--- src/rtl/nway_prefetch_cache_ctrl.sv ---
// rtl/nway_prefetch_cache_ctrl.sv - N-way cache control FSM with sequential next-N-line prefetch
// Optional statistics counters enabled by defining PF_STATS_EN.
module nway_prefetch_cache_ctrl #(
  parameter int WAYS     = 4,
  parameter int WAY_W    = $clog2(WAYS),
  parameter int PF_DEPTH = 2,
  parameter int CNT_W    = (PF_DEPTH < 1) ? 1 : $clog2(PF_DEPTH + 1)
) (
  input  logic             clk,
  input  logic             rst_n,
  input  logic             mem_read,
  input  logic             mem_write,
  output logic             mem_resp,
  input  logic             pmem_resp,
  output logic             pmem_read,
  output logic             pmem_write,
  input  logic             hit,
  input  logic [WAY_W-1:0] hit_way,
  input  logic [WAY_W-1:0] victim_way,
  input  logic             victim_dirty,
  input  logic             pf_cross_page,
  output logic [1:0]       pmem_addr_sel,
  output logic             lookup_sel,
  output logic             data_in_sel,
  output logic [WAYS-1:0]  data_we,
  output logic [WAYS-1:0]  ld_tag,
  output logic [WAYS-1:0]  ld_valid,
  output logic [WAYS-1:0]  ld_dirty,
  output logic             valid_in,
  output logic             dirty_in,
  output logic             ld_lru,
`ifdef PF_STATS_EN
  output logic [15:0]      pf_issued_cnt,
  output logic [15:0]      pf_dropped_cnt,
`endif
  output logic [CNT_W-1:0] pf_offset
);

  typedef enum logic [2:0] {
    CHECK    = 3'd0,
    WB       = 3'd1,
    FILL     = 3'd2,
    PF_PROBE = 3'd3,
    PF_FILL  = 3'd4
  } state_e;

  state_e           state_q, state_d;
  logic [CNT_W-1:0] pf_remaining_q, pf_remaining_d;
  logic [CNT_W-1:0] pf_offset_q, pf_offset_d;

  logic [WAYS-1:0]  hit_oh, victim_oh;
  logic [CNT_W-1:0] rem_dec;
  logic             demand;

  assign hit_oh    = {{(WAYS-1){1'b0}}, 1'b1} << hit_way;
  assign victim_oh = {{(WAYS-1){1'b0}}, 1'b1} << victim_way;
  assign rem_dec   = (pf_remaining_q == '0) ? '0 : pf_remaining_q - CNT_W'(1);
  assign demand    = mem_read | mem_write;
  assign pf_offset = pf_offset_q;

  // Next-state and datapath controls; everything is forced to 0 while reset is held
  always_comb begin
    state_d        = state_q;
    pf_remaining_d = pf_remaining_q;
    pf_offset_d    = pf_offset_q;
    mem_resp       = 1'b0;
    pmem_read      = 1'b0;
    pmem_write     = 1'b0;
    pmem_addr_sel  = 2'd0;
    lookup_sel     = 1'b0;
    data_in_sel    = 1'b0;
    data_we        = '0;
    ld_tag         = '0;
    ld_valid       = '0;
    ld_dirty       = '0;
    valid_in       = 1'b0;
    dirty_in       = 1'b0;
    ld_lru         = 1'b0;
    if (rst_n) begin
      case (state_q)
        CHECK: begin
          if (demand && hit) begin
            mem_resp = 1'b1;
            ld_lru   = 1'b1;
            if (mem_write) begin
              data_in_sel = 1'b1;
              data_we     = hit_oh;
              dirty_in    = 1'b1;
              ld_dirty    = hit_oh;
            end
          end else if (demand) begin
            state_d = victim_dirty ? WB : FILL;
          end else if (pf_remaining_q != '0) begin
            state_d = PF_PROBE;
          end
        end
        WB: begin
          pmem_addr_sel = 2'd0;
          pmem_write    = 1'b1;
          if (pmem_resp) begin
            ld_dirty = victim_oh;
            state_d  = FILL;
          end
        end
        FILL: begin
          pmem_addr_sel = 2'd1;
          pmem_read     = 1'b1;
          if (pmem_resp) begin
            data_we        = victim_oh;
            ld_tag         = victim_oh;
            ld_valid       = victim_oh;
            ld_dirty       = victim_oh;
            valid_in       = 1'b1;
            ld_lru         = 1'b1;
            pf_remaining_d = CNT_W'(PF_DEPTH);
            pf_offset_d    = CNT_W'(1);
            state_d        = CHECK;
          end
        end
        PF_PROBE: begin
          lookup_sel = 1'b1;
          state_d    = CHECK;
          if (pf_cross_page) begin
            pf_remaining_d = '0;
          end else if (hit) begin
            pf_remaining_d = rem_dec;
            pf_offset_d    = pf_offset_q + CNT_W'(1);
          end else if (victim_dirty) begin
            pf_remaining_d = '0;
          end else begin
            state_d = PF_FILL;
          end
        end
        PF_FILL: begin
          lookup_sel    = 1'b1;
          pmem_addr_sel = 2'd2;
          pmem_read     = 1'b1;
          if (pmem_resp) begin
            data_we        = victim_oh;
            ld_tag         = victim_oh;
            ld_valid       = victim_oh;
            ld_dirty       = victim_oh;
            valid_in       = 1'b1;
            pf_remaining_d = rem_dec;
            pf_offset_d    = pf_offset_q + CNT_W'(1);
            state_d        = CHECK;
          end
        end
        default: state_d = CHECK;
      endcase
    end
  end

  // State and prefetch bookkeeping registers
  always_ff @(posedge clk or negedge rst_n) begin
    if (!rst_n) begin
      state_q        <= CHECK;
      pf_remaining_q <= '0;
      pf_offset_q    <= '0;
    end else begin
      state_q        <= state_d;
      pf_remaining_q <= pf_remaining_d;
      pf_offset_q    <= pf_offset_d;
    end
  end

`ifdef PF_STATS_EN
  logic pf_issue_evt, pf_drop_evt;
  assign pf_issue_evt = (state_q == PF_FILL) && pmem_resp;
  assign pf_drop_evt  = (state_q == PF_PROBE) && (pf_cross_page || (!hit && victim_dirty));

  // Saturating counters of issued prefetch fills and aborted prefetch sequences
  always_ff @(posedge clk or negedge rst_n) begin
    if (!rst_n) begin
      pf_issued_cnt  <= '0;
      pf_dropped_cnt <= '0;
    end else begin
      if (pf_issue_evt && pf_issued_cnt != 16'hFFFF) pf_issued_cnt <= pf_issued_cnt + 16'd1;
      if (pf_drop_evt && pf_dropped_cnt != 16'hFFFF) pf_dropped_cnt <= pf_dropped_cnt + 16'd1;
    end
  end
`endif

endmodule
--- config.mk ---
export PLATFORM = sky130hd
export DESIGN_NAME = nway_prefetch_cache_ctrl
export DESIGN_NICKNAME = d
export VERILOG_FILES = /design/src/rtl/nway_prefetch_cache_ctrl.sv
export SDC_FILE = /design/constraint.sdc
export NUM_CORES = 1
export LEC_CHECK = 0
export BUFFER_PORTS_ARGS = -buffer_cell sky130_fd_sc_hd__buf_4
export CAP_MARGIN = 20
export CORE_MARGIN = 3
export CORE_UTILIZATION = 41
export CTS_CLUSTER_SIZE = 8
export DETAILED_ROUTE_END_ITERATION = 7
export GPL_TIMING_DRIVEN = 0
export PLACE_DENSITY = 0.85
export RECOVER_POWER = 25
export SLEW_MARGIN = 10
export SYNTH_ARGS = -nofsm -noshare
export SYNTH_HDL_FRONTEND = slang
export SYNTH_SLANG_ARGS = --single-unit
--- constraint.sdc ---
create_clock -name clk -period 1.5 [get_ports clk]
set_input_delay 0.225 -clock clk [delete_from_list [all_inputs] [get_ports clk]]
set_output_delay 0.225 -clock clk [all_outputs]
set_load 0.1 [all_outputs]
==> results of run 1 <==
-- cells by family after synthesis --
group / share of synthesized area
AND/OR/NAND/NOR: 0.393
XOR/XNOR: 0.0212
multiplexers: 0.0770
AO/OA/AOI/OAI: 0.189
buffers and inverters: 0.109
flip-flops: 0.211
-- cell usage after synthesis --
cell       n  area share
xor2_1     2       0.021
mux2_2     3       0.041
and2_2     1      0.0091
mux2_4     2       0.036
clkbuf_1   2      0.0091
nand3b_1   3       0.027
dfrtp_1    7        0.21
nand2_1   17       0.077
a21boi_0   1      0.0091
o21ai_0    5       0.030
and3b_1    1       0.011
nand2b_1   4       0.030
or3b_4     1       0.014
nand3_1    3       0.018
inv_1      4       0.018
a211o_1    1       0.011
and3_1     4       0.030
nor4b_2    1       0.018
o211ai_1   1      0.0091
nand2b_2   1       0.011
nor3b_1    1      0.0091
buf_6      2       0.027
o21ai_1    1      0.0060
a41oi_1    1       0.011
or2_2      1      0.0076
nor3_1     3       0.018
nor2_1    13       0.059
a31oi_1    1      0.0076
nor4_1     1      0.0076
o32ai_4    1       0.033
or3_2      1      0.0091
or2b_1     1      0.0091
and2b_1    1      0.0091
or3b_1     1       0.011
buf_4      6       0.054
a21oi_1   12       0.073
or4_1      1      0.0091
-- stage by stage --
stage | setup WS [ns] | area (um2) | util
after detailed placement | -0.626 | 1460 | 0.801
after global placement | -0.606 | 1460 | 0.801
after floorplan | -0.692 | 1130 | -
==> results by group, run 1 <==
Outcome
  • Status: did not finish
  • Stopped at: clock tree synthesis (4_1_cts)
  • Error: [ERROR DPL-0038] Utilization greater than 100%, impossible to legalize

Placement
  • DP HPWL: 2080 um
  • Final Wtd Congestion: 0.772
  • IO buf count: 39
  • Placed cells: 176

Synth
  • Mapped Nets: 124
  • Mapped Cells: 112
  • Sequential area share after synthesis: 0.211
  • Seq cells post-synth: 7
  • Syn_area_per_cell: 7.40 um2
  • Mapped cell area: 828 um2
  • Yosys cell types: 37
  • Synth warnings: 0

Clock network
  • Cts hold-fix bufs: 1
  • Post-CTS setup buffer count: 9
  • CTS Sinks: 7
  • Root Driver: clkbuf_4
  • CTS H-tree lvls: 1
  • Post_cts resized: 85
  • Max clock buf depth: 2
  • Number of CTS-inserted buffers: 3

Die
  • I/O Pins: 40
  • Chip Width: 50.9 um
  • Initial Util: 0.455
  • Die Span Y: 50.9 um
  • Std-Cell Rows: 15
==> inputs of run 2 (changes only) <==
--- a/config.mk
+++ b/config.mk
@@ -7,12 +7,11 @@
 export LEC_CHECK = 0
 export BUFFER_PORTS_ARGS = -buffer_cell sky130_fd_sc_hd__buf_4
 export CAP_MARGIN = 20
-export CORE_MARGIN = 3
-export CORE_UTILIZATION = 41
-export CTS_CLUSTER_SIZE = 8
+export CORE_AREA = 3 3 64 66
 export DETAILED_ROUTE_END_ITERATION = 7
+export DIE_AREA = 0 0 67 69
 export GPL_TIMING_DRIVEN = 0
-export PLACE_DENSITY = 0.85
+export PLACE_DENSITY_LB_ADDON = 0.15
 export RECOVER_POWER = 25
 export SLEW_MARGIN = 10
 export SYNTH_ARGS = -nofsm -noshare
==> constraint.sdc (replaced) <==
create_clock -name clk -period 2 [get_ports clk]
set_input_delay 0.3 -clock clk [delete_from_list [all_inputs] [get_ports clk]]
set_output_delay 0.3 -clock clk [all_outputs]
set_load 0.1 [all_outputs]
==> results by group, run 2 <==
Finish
  • Top reg by flops: state_q
  • Antenna Cells: 0
  • Final net count: 174
  • Most common cell after layout, fill and taps aside: buf_4
  • Share of cells above drive strength 1: 0.590
  • Highest-count cells in the layout ignoring fill and taps: buf_4 (24), nand2_1 (16), buf_12 (13)
  • Fillers: 347
  • Design Area, Final: 1720 um2
  • Post-Route Utilization: 0.472
  • Max FFs per register: 3
  • Non-Filler Instances: 209
  • Layout area overhead: 107%

Routing
  • Final ANT Viol Nets: 0
  • Wirelength per Cell: 13.1 um
  • Routed WL: 2740 um
  • Vias: 957
  • Vias/cell: 4.58
  • Initial DRT Pass Iterations: 4
  • DRC viols: 0
  • DRT iter0 DRCs: 67

Synth
  • EDFF count, synth: 0
  • Synth cell count leaders: nand2_1 (17), nor2_1 (13), a21oi_1 (12)
  • Seq cells post-synth: 7
  • Ranking of synthesized cells by area: dfrtp_1 (21%), nand2_1 (7.7%), a21oi_1 (7.3%), nor2_1 (5.9%), buf_4 (5.4%)
  • Area leader, netlist: dfrtp_1
  • Mapped Cells: 112
  • Sequential area share after synthesis: 0.211
  • Syn_area_per_cell: 7.40 um2
  • Mapped cell area: 828 um2
  • Synth async-reset ratio: 1.00
  • Post-synth top area share: 0.211
  • Ys flop type: dfrtp_1
  • Most common cell in the synthesized netlist: nand2_1
  • Synth warnings: 0
  • Mapped Nets: 124
  • Yosys cell types: 37

Die
  • Initial Util: 0.228
  • Die area: 4620 um2
  • Core region area: 3630 um2
  • I/O Pins: 40
  • Chip Width: 67 um
  • Die Span Y: 69 um
  • Std-Cell Rows: 22

Clock network
  • CTS tree: done
  • Max clock buf depth: 2
  • Number of CTS-inserted buffers: 3
  • Worst-Skew Late Latency: 0.23 ns
  • CTS Sinks: 7
  • CTS H-tree lvls: 1
  • Clock transition at path regs: 0.04 ns
  • Root Driver: clkbuf_8

Placement
  • Placed cells: 199
  • DP HPWL: 2020 um
  • Final Wtd Congestion: 0.734
  • Area after DPL: 1350 um2
  • DP Worst Slack: -0.209 ns
  • IO buf count: 39

Critical path
  • Critical-path top delay cell: or3b_4
  • Type of origin of the critical path: flop
  • Worst EP arrival: 1.94 ns
  • Critical Path RT: 1.70 ns
  • Max FO, Critical Path: 2
  • Max incr delay on CP: 0.40 ns
  • Setup crit end kind: output pin
  • CP cell instances: buf_6, nor4b_4, and2_4, or3b_4, a21oi_4, buf_12
  • Setup CP Type: reg2out

Timing
  • Final hold slack: 0.491 ns
  • Finish-stage setup viols: 9
  • RSZ-0062 raised after global routing: yes
  • Count of final hold-check violations: 0
  • Fin crit share: 1.12
  • Fin worst setup slack: -0.237 ns
  • Tmin final: 2.24 ns
  • Final Max Slew Viols: 0
  • Max Freq: 447 MHz
  • Rel. slew slack: 0.685
  • Worst slew pin tran: 0.469 ns
  • Setup Skew: 0.00166 ns

Power
  • Pwr/cell area: 1150 nW/um2
  • Leak pwr: 0.719 nW
  • VDD IR-drop max: 0.649 mV

Global routing
  • Total GRT Usage: 0.117
  • Vias in the first global route: 919
  • Initial antenna violation count: 0
  • Largest net degree at the start of global routing: 11
  • Total grt overflow: 0
  • First-pass GRT wire length: 4260 um

Outcome
  • Failing checks: negative setup slack
  • Status: complete, but fails checks

Min path
  • Hold Path Class: in2reg

Run
  • Max-cap viol count: 0
## run 2: final cells by class
type / count / area, um2 / share of cell area
multi-input combinational: 91 / 754 / 0.440
inverter: 4 / 15.0 / 0.00875
tap: 48 / 60.1 / 0.0350
buffer: 9 / 100 / 0.0584
timing repair buffer: 46 / 564 / 0.329
clock buffer: 4 / 45.0 / 0.0263
sequential: 7 / 176 / 0.103
## run 2: final timing paths
kind | slack, ns | from | to | cells after the start
worst max-delay path | -0.24 | state_q[1]$_DFFE_PN0P_ | data_we[0] | 6
worst min-delay path | 0.49 | victim_dirty | state_q[0]$_DFFE_PN0P_ | 4
worst max register to register | 0.07 | state_q[1]$_DFFE_PN0P_ | pf_remaining_q[0]$_DFFE_PN0P_ | 7
worst min register to register | 0.49 | pf_offset[1]$_DFFE_PN0P_ | pf_offset[1]$_DFFE_PN0P_ | 1
max in group asynchronous | 1.12 | rst_n | state_q[0]$_DFFE_PN0P_ | 2
min in group asynchronous | 0.60 | rst_n | pf_offset[1]$_DFFE_PN0P_ | 2
## run 2: routing by layer
| metal | share of wire | global-route usage |
|---|---|---|
| met3 | 0.047 | 0.0163 |
| met5 | 0 | 0 |
| met2 | 0.53 | 0.197 |
| met1 | 0.42 | 0.151 |
| met4 | 0.0044 | 0.0405 |
## run 2: cells by family (layout without fill, tap and decap cells)
| family | count (synthesis) | in the layout | share of synthesized area |
|---|---|---|---|
| AND/OR/NAND/NOR | 60 | 60 | 0.393 |
| buffers and inverters | 14 | 63 | 0.109 |
| AO/OA/AOI/OAI | 24 | 24 | 0.189 |
| flip-flops | 7 | 7 | 0.211 |
| multiplexers | 5 | 5 | 0.0770 |
| XOR/XNOR | 2 | 2 | 0.0212 |
## run 2: power breakdown
part | total, W | internal (W) | switching [W] | leakage, nW
Sequential | 0.000245 | 0.000193 | 0.0000526 | 0.0856
Clock | 0.000204 | 0.000138 | 0.0000661 | 0.0228
Combinational | 0.00152 | 0.000522 | 0.000999 | 0.610
Total | 0.00197 | 0.000853 | 0.00112 | 0.719
## run 2: through the flow
step	setup TNS [ns]	total power, W
floorplan	-2.91	0.00132
global placement	-0.486	0.00155
detailed placement	-0.590	0.00157
CTS	-1.38	0.00191
global route	-2.29	0.00207
finish	-1.19	0.00197
## run 2: critical path, delay by kind of cell, from the launching register on
| kind | cells | cell delay (ns) |
|---|---|---|
| buffers and inverters | 2 | 0.32 |
| AOI/OAI and AO/OA | 1 | 0.16 |
| and+or+nand+nor | 3 | 0.85 |
| DFF | 1 | 0.38 |
## run 2: what timing repair did
item | 4_1_cts | 5_1_grt
resized for setup | 39 | 23
hold endpoints to repair | 7 | 0
gates cloned | 0 | 0
pin swaps | 7 | 6
endpoints found under the setup margin | 14 | 21
setup buffers | 4 | 2
hold buffers | 1 | 0
Note: power is estimated with default switching activity, not from simulation.
==> inputs of run 3 (changes only) <==
--- a/config.mk
+++ b/config.mk
@@ -13,6 +13,7 @@
 export GPL_TIMING_DRIVEN = 0
 export PLACE_DENSITY_LB_ADDON = 0.15
 export RECOVER_POWER = 25
+export REMOVE_ABC_BUFFERS = 1
 export SLEW_MARGIN = 10
 export SYNTH_ARGS = -nofsm -noshare
 export SYNTH_HDL_FRONTEND = slang
==> results by group, run 3 (same netlist as run 2, synthesis figures left out) <==
Timing
  • Rel. slew slack: 0.739
  • Max Freq: 462 MHz
  • Finish-stage setup viols: 7
  • Final Max Slew Viols: 0
  • Count of final hold-check violations: 0
  • Fin worst setup slack: -0.166 ns
  • Setup Skew: 0.00241 ns
  • Fin crit share: 1.08
  • Worst slew pin tran: 0.390 ns
  • RSZ-0062 raised after global routing: yes
  • Tmin final: 2.17 ns

Global routing
  • Vias in the first global route: 913
  • Total GRT Usage: 0.113
  • First-pass GRT wire length: 4250 um
  • Largest net degree at the start of global routing: 14
  • Initial antenna violation count: 0
  • Total grt overflow: 0

Finish
  • Most common cell after layout, fill and taps aside: buf_4
  • Highest-count cells in the layout ignoring fill and taps: buf_4 (29), nand2_1 (16), nor2_1 (11)
  • Layout area overhead: 75.1%
  • Share of cells above drive strength 1: 0.500
  • Antenna Cells: 0
  • Max FFs per register: 3
  • Top reg by flops: state_q
  • Final net count: 163
  • Post-Route Utilization: 0.399
  • Fillers: 389

Critical path
  • FF-to-FF setup slack: 0.20 ns
  • Setup CP Type: reg2out
  • Worst r2r src: state_q[2]$_DFFE_PN0P_
  • Worst EP arrival: 1.87 ns
  • Worst-case reg-to-reg path depth: 5
  • Type of origin of the critical path: flop
  • Setup crit end kind: output pin
  • Crit. Startpoint: state_q[1]$_DFFE_PN0P_
  • Critical Path RT: 1.70 ns
  • Max FO, Critical Path: 2

Outcome
  • Failing checks: negative setup slack
  • Status: complete, but fails checks

Placement
  • IO buf count: 39
  • DP HPWL: 1890 um
  • Final Wtd Congestion: 0.766

Run
  • Max-cap viol count: 0

Min path
  • Hold Path Class: reg2reg
  • Hold wc startpoint: pf_offset[1]$_DFFE_PN0P_
  • Hold Path Depth: 1

Power
  • Final Power: 0.00178 W
  • VDD IR-drop max: 0.862 mV
  • Leak pwr: 0.630 nW
  • Pwr/cell area: 1230 nW/um2

Die
  • Die Span Y: 69 um
  • Initial Util: 0.228
  • Core region area: 3630 um2
  • Chip Width: 67 um
  • Std-Cell Rows: 22
  • I/O Pins: 40
  • Die area: 4620 um2

Clock network
  • Worst-Skew Late Latency: 0.22 ns
  • CTS tree: done
  • CTS H-tree lvls: 1
  • Max clock buf depth: 2
  • Clock transition at path regs: 0.04 ns
  • Number of CTS-inserted buffers: 3
  • CTS Sinks: 7
  • Root Driver: clkbuf_8

Routing
  • DRC viols: 0
  • Vias/cell: 4.76
  • Final ANT Viol Nets: 0
  • Routed WL: 2560 um
  • Vias: 943
  • Initial DRT Pass Iterations: 2
  • Wirelength per Cell: 12.9 um
  • DRT iter0 DRCs: 25
==> run 3: cell count changes in the layout (fill, tap and decap cells not counted), moves of 3 or more <==
| cell | previous run | this run |
|---|---|---|
| nor2_4 | 4 | 1 |
| buf_6 | 8 | 4 |
| buf_8 | 8 | 1 |
| buf_4 | 24 | 29 |
| buf_12 | 13 | 9 |
| nor2_1 | 6 | 11 |
| a21oi_1 | 2 | 6 |
==> run 3: what timing repair did <==
item	CTS	global route
setup buffers	4	0
endpoints found under the setup margin	14	16
gates resized for setup	36	25
pin swaps	3	5
endpoints found under the hold margin	7	0
hold buffers	1	0
==> run 3: final timing paths <==
kind                                            endpoint
max                                           data_we[0]
min                             pf_offset[1]$_DFFE_PN0P_
max reg2reg                pf_remaining_q[0]$_DFFE_PN0P_
min reg2reg                     pf_offset[1]$_DFFE_PN0P_
max in group asynchronous         state_q[0]$_DFFE_PN0P_
min in group asynchronous       pf_offset[1]$_DFFE_PN0P_
==> run 3: report_power, final <==
group	switching (W)	internal (W)	total (W)
Clock	0.0000547	0.000137	0.000192
Sequential	0.0000461	0.000195	0.000241
Combinational	0.000930	0.000417	0.00135
==> run 3: final cells by class <==
type / instances / area, um2 / share of cell area
tap: 48 / 60.1 / 0.0414
multi-input combinational: 91 / 683 / 0.471
sequential: 7 / 179 / 0.123
timing repair buffer: 44 / 468 / 0.323
clock buffer: 4 / 45.0 / 0.0311
inverter: 4 / 15.0 / 0.0104
==> run 3: routing by layer <==
metal  GRT usage  part of all wire  up-vias
li1            -                 -      463
met1       0.143              0.44      446
met2       0.197              0.50       32
met3      0.0147             0.063        2
met4      0.0270            0.0051        0
met5           0                 0        -
==> run 3: critical path, cell delays in order, from the launching register on <==
cell and delay, ns:
dfrtp_2 0.42, nor4b_4 0.28, and2_4 0.18, or3b_4 0.41, a21oi_4 0.17, buf_12 0.19
==> run 3: stage by stage <==
step	setup WS [ns]	hold slack [ns]	cell area, um2	setup TNS [ns]	cells
3_5_place_dp	-0.216	0.145	1110	-0.424	189
6_report	-0.166	0.486	1450	-0.583	198
5_1_grt	-0.249	0.510	1450	-1.45	198
4_1_cts	-0.192	0.493	1330	-0.627	198
2_1_floorplan	-3.13	0.00441	753	-26.50	102
3_3_place_gp	-0.210	0.149	1110	-0.413	189
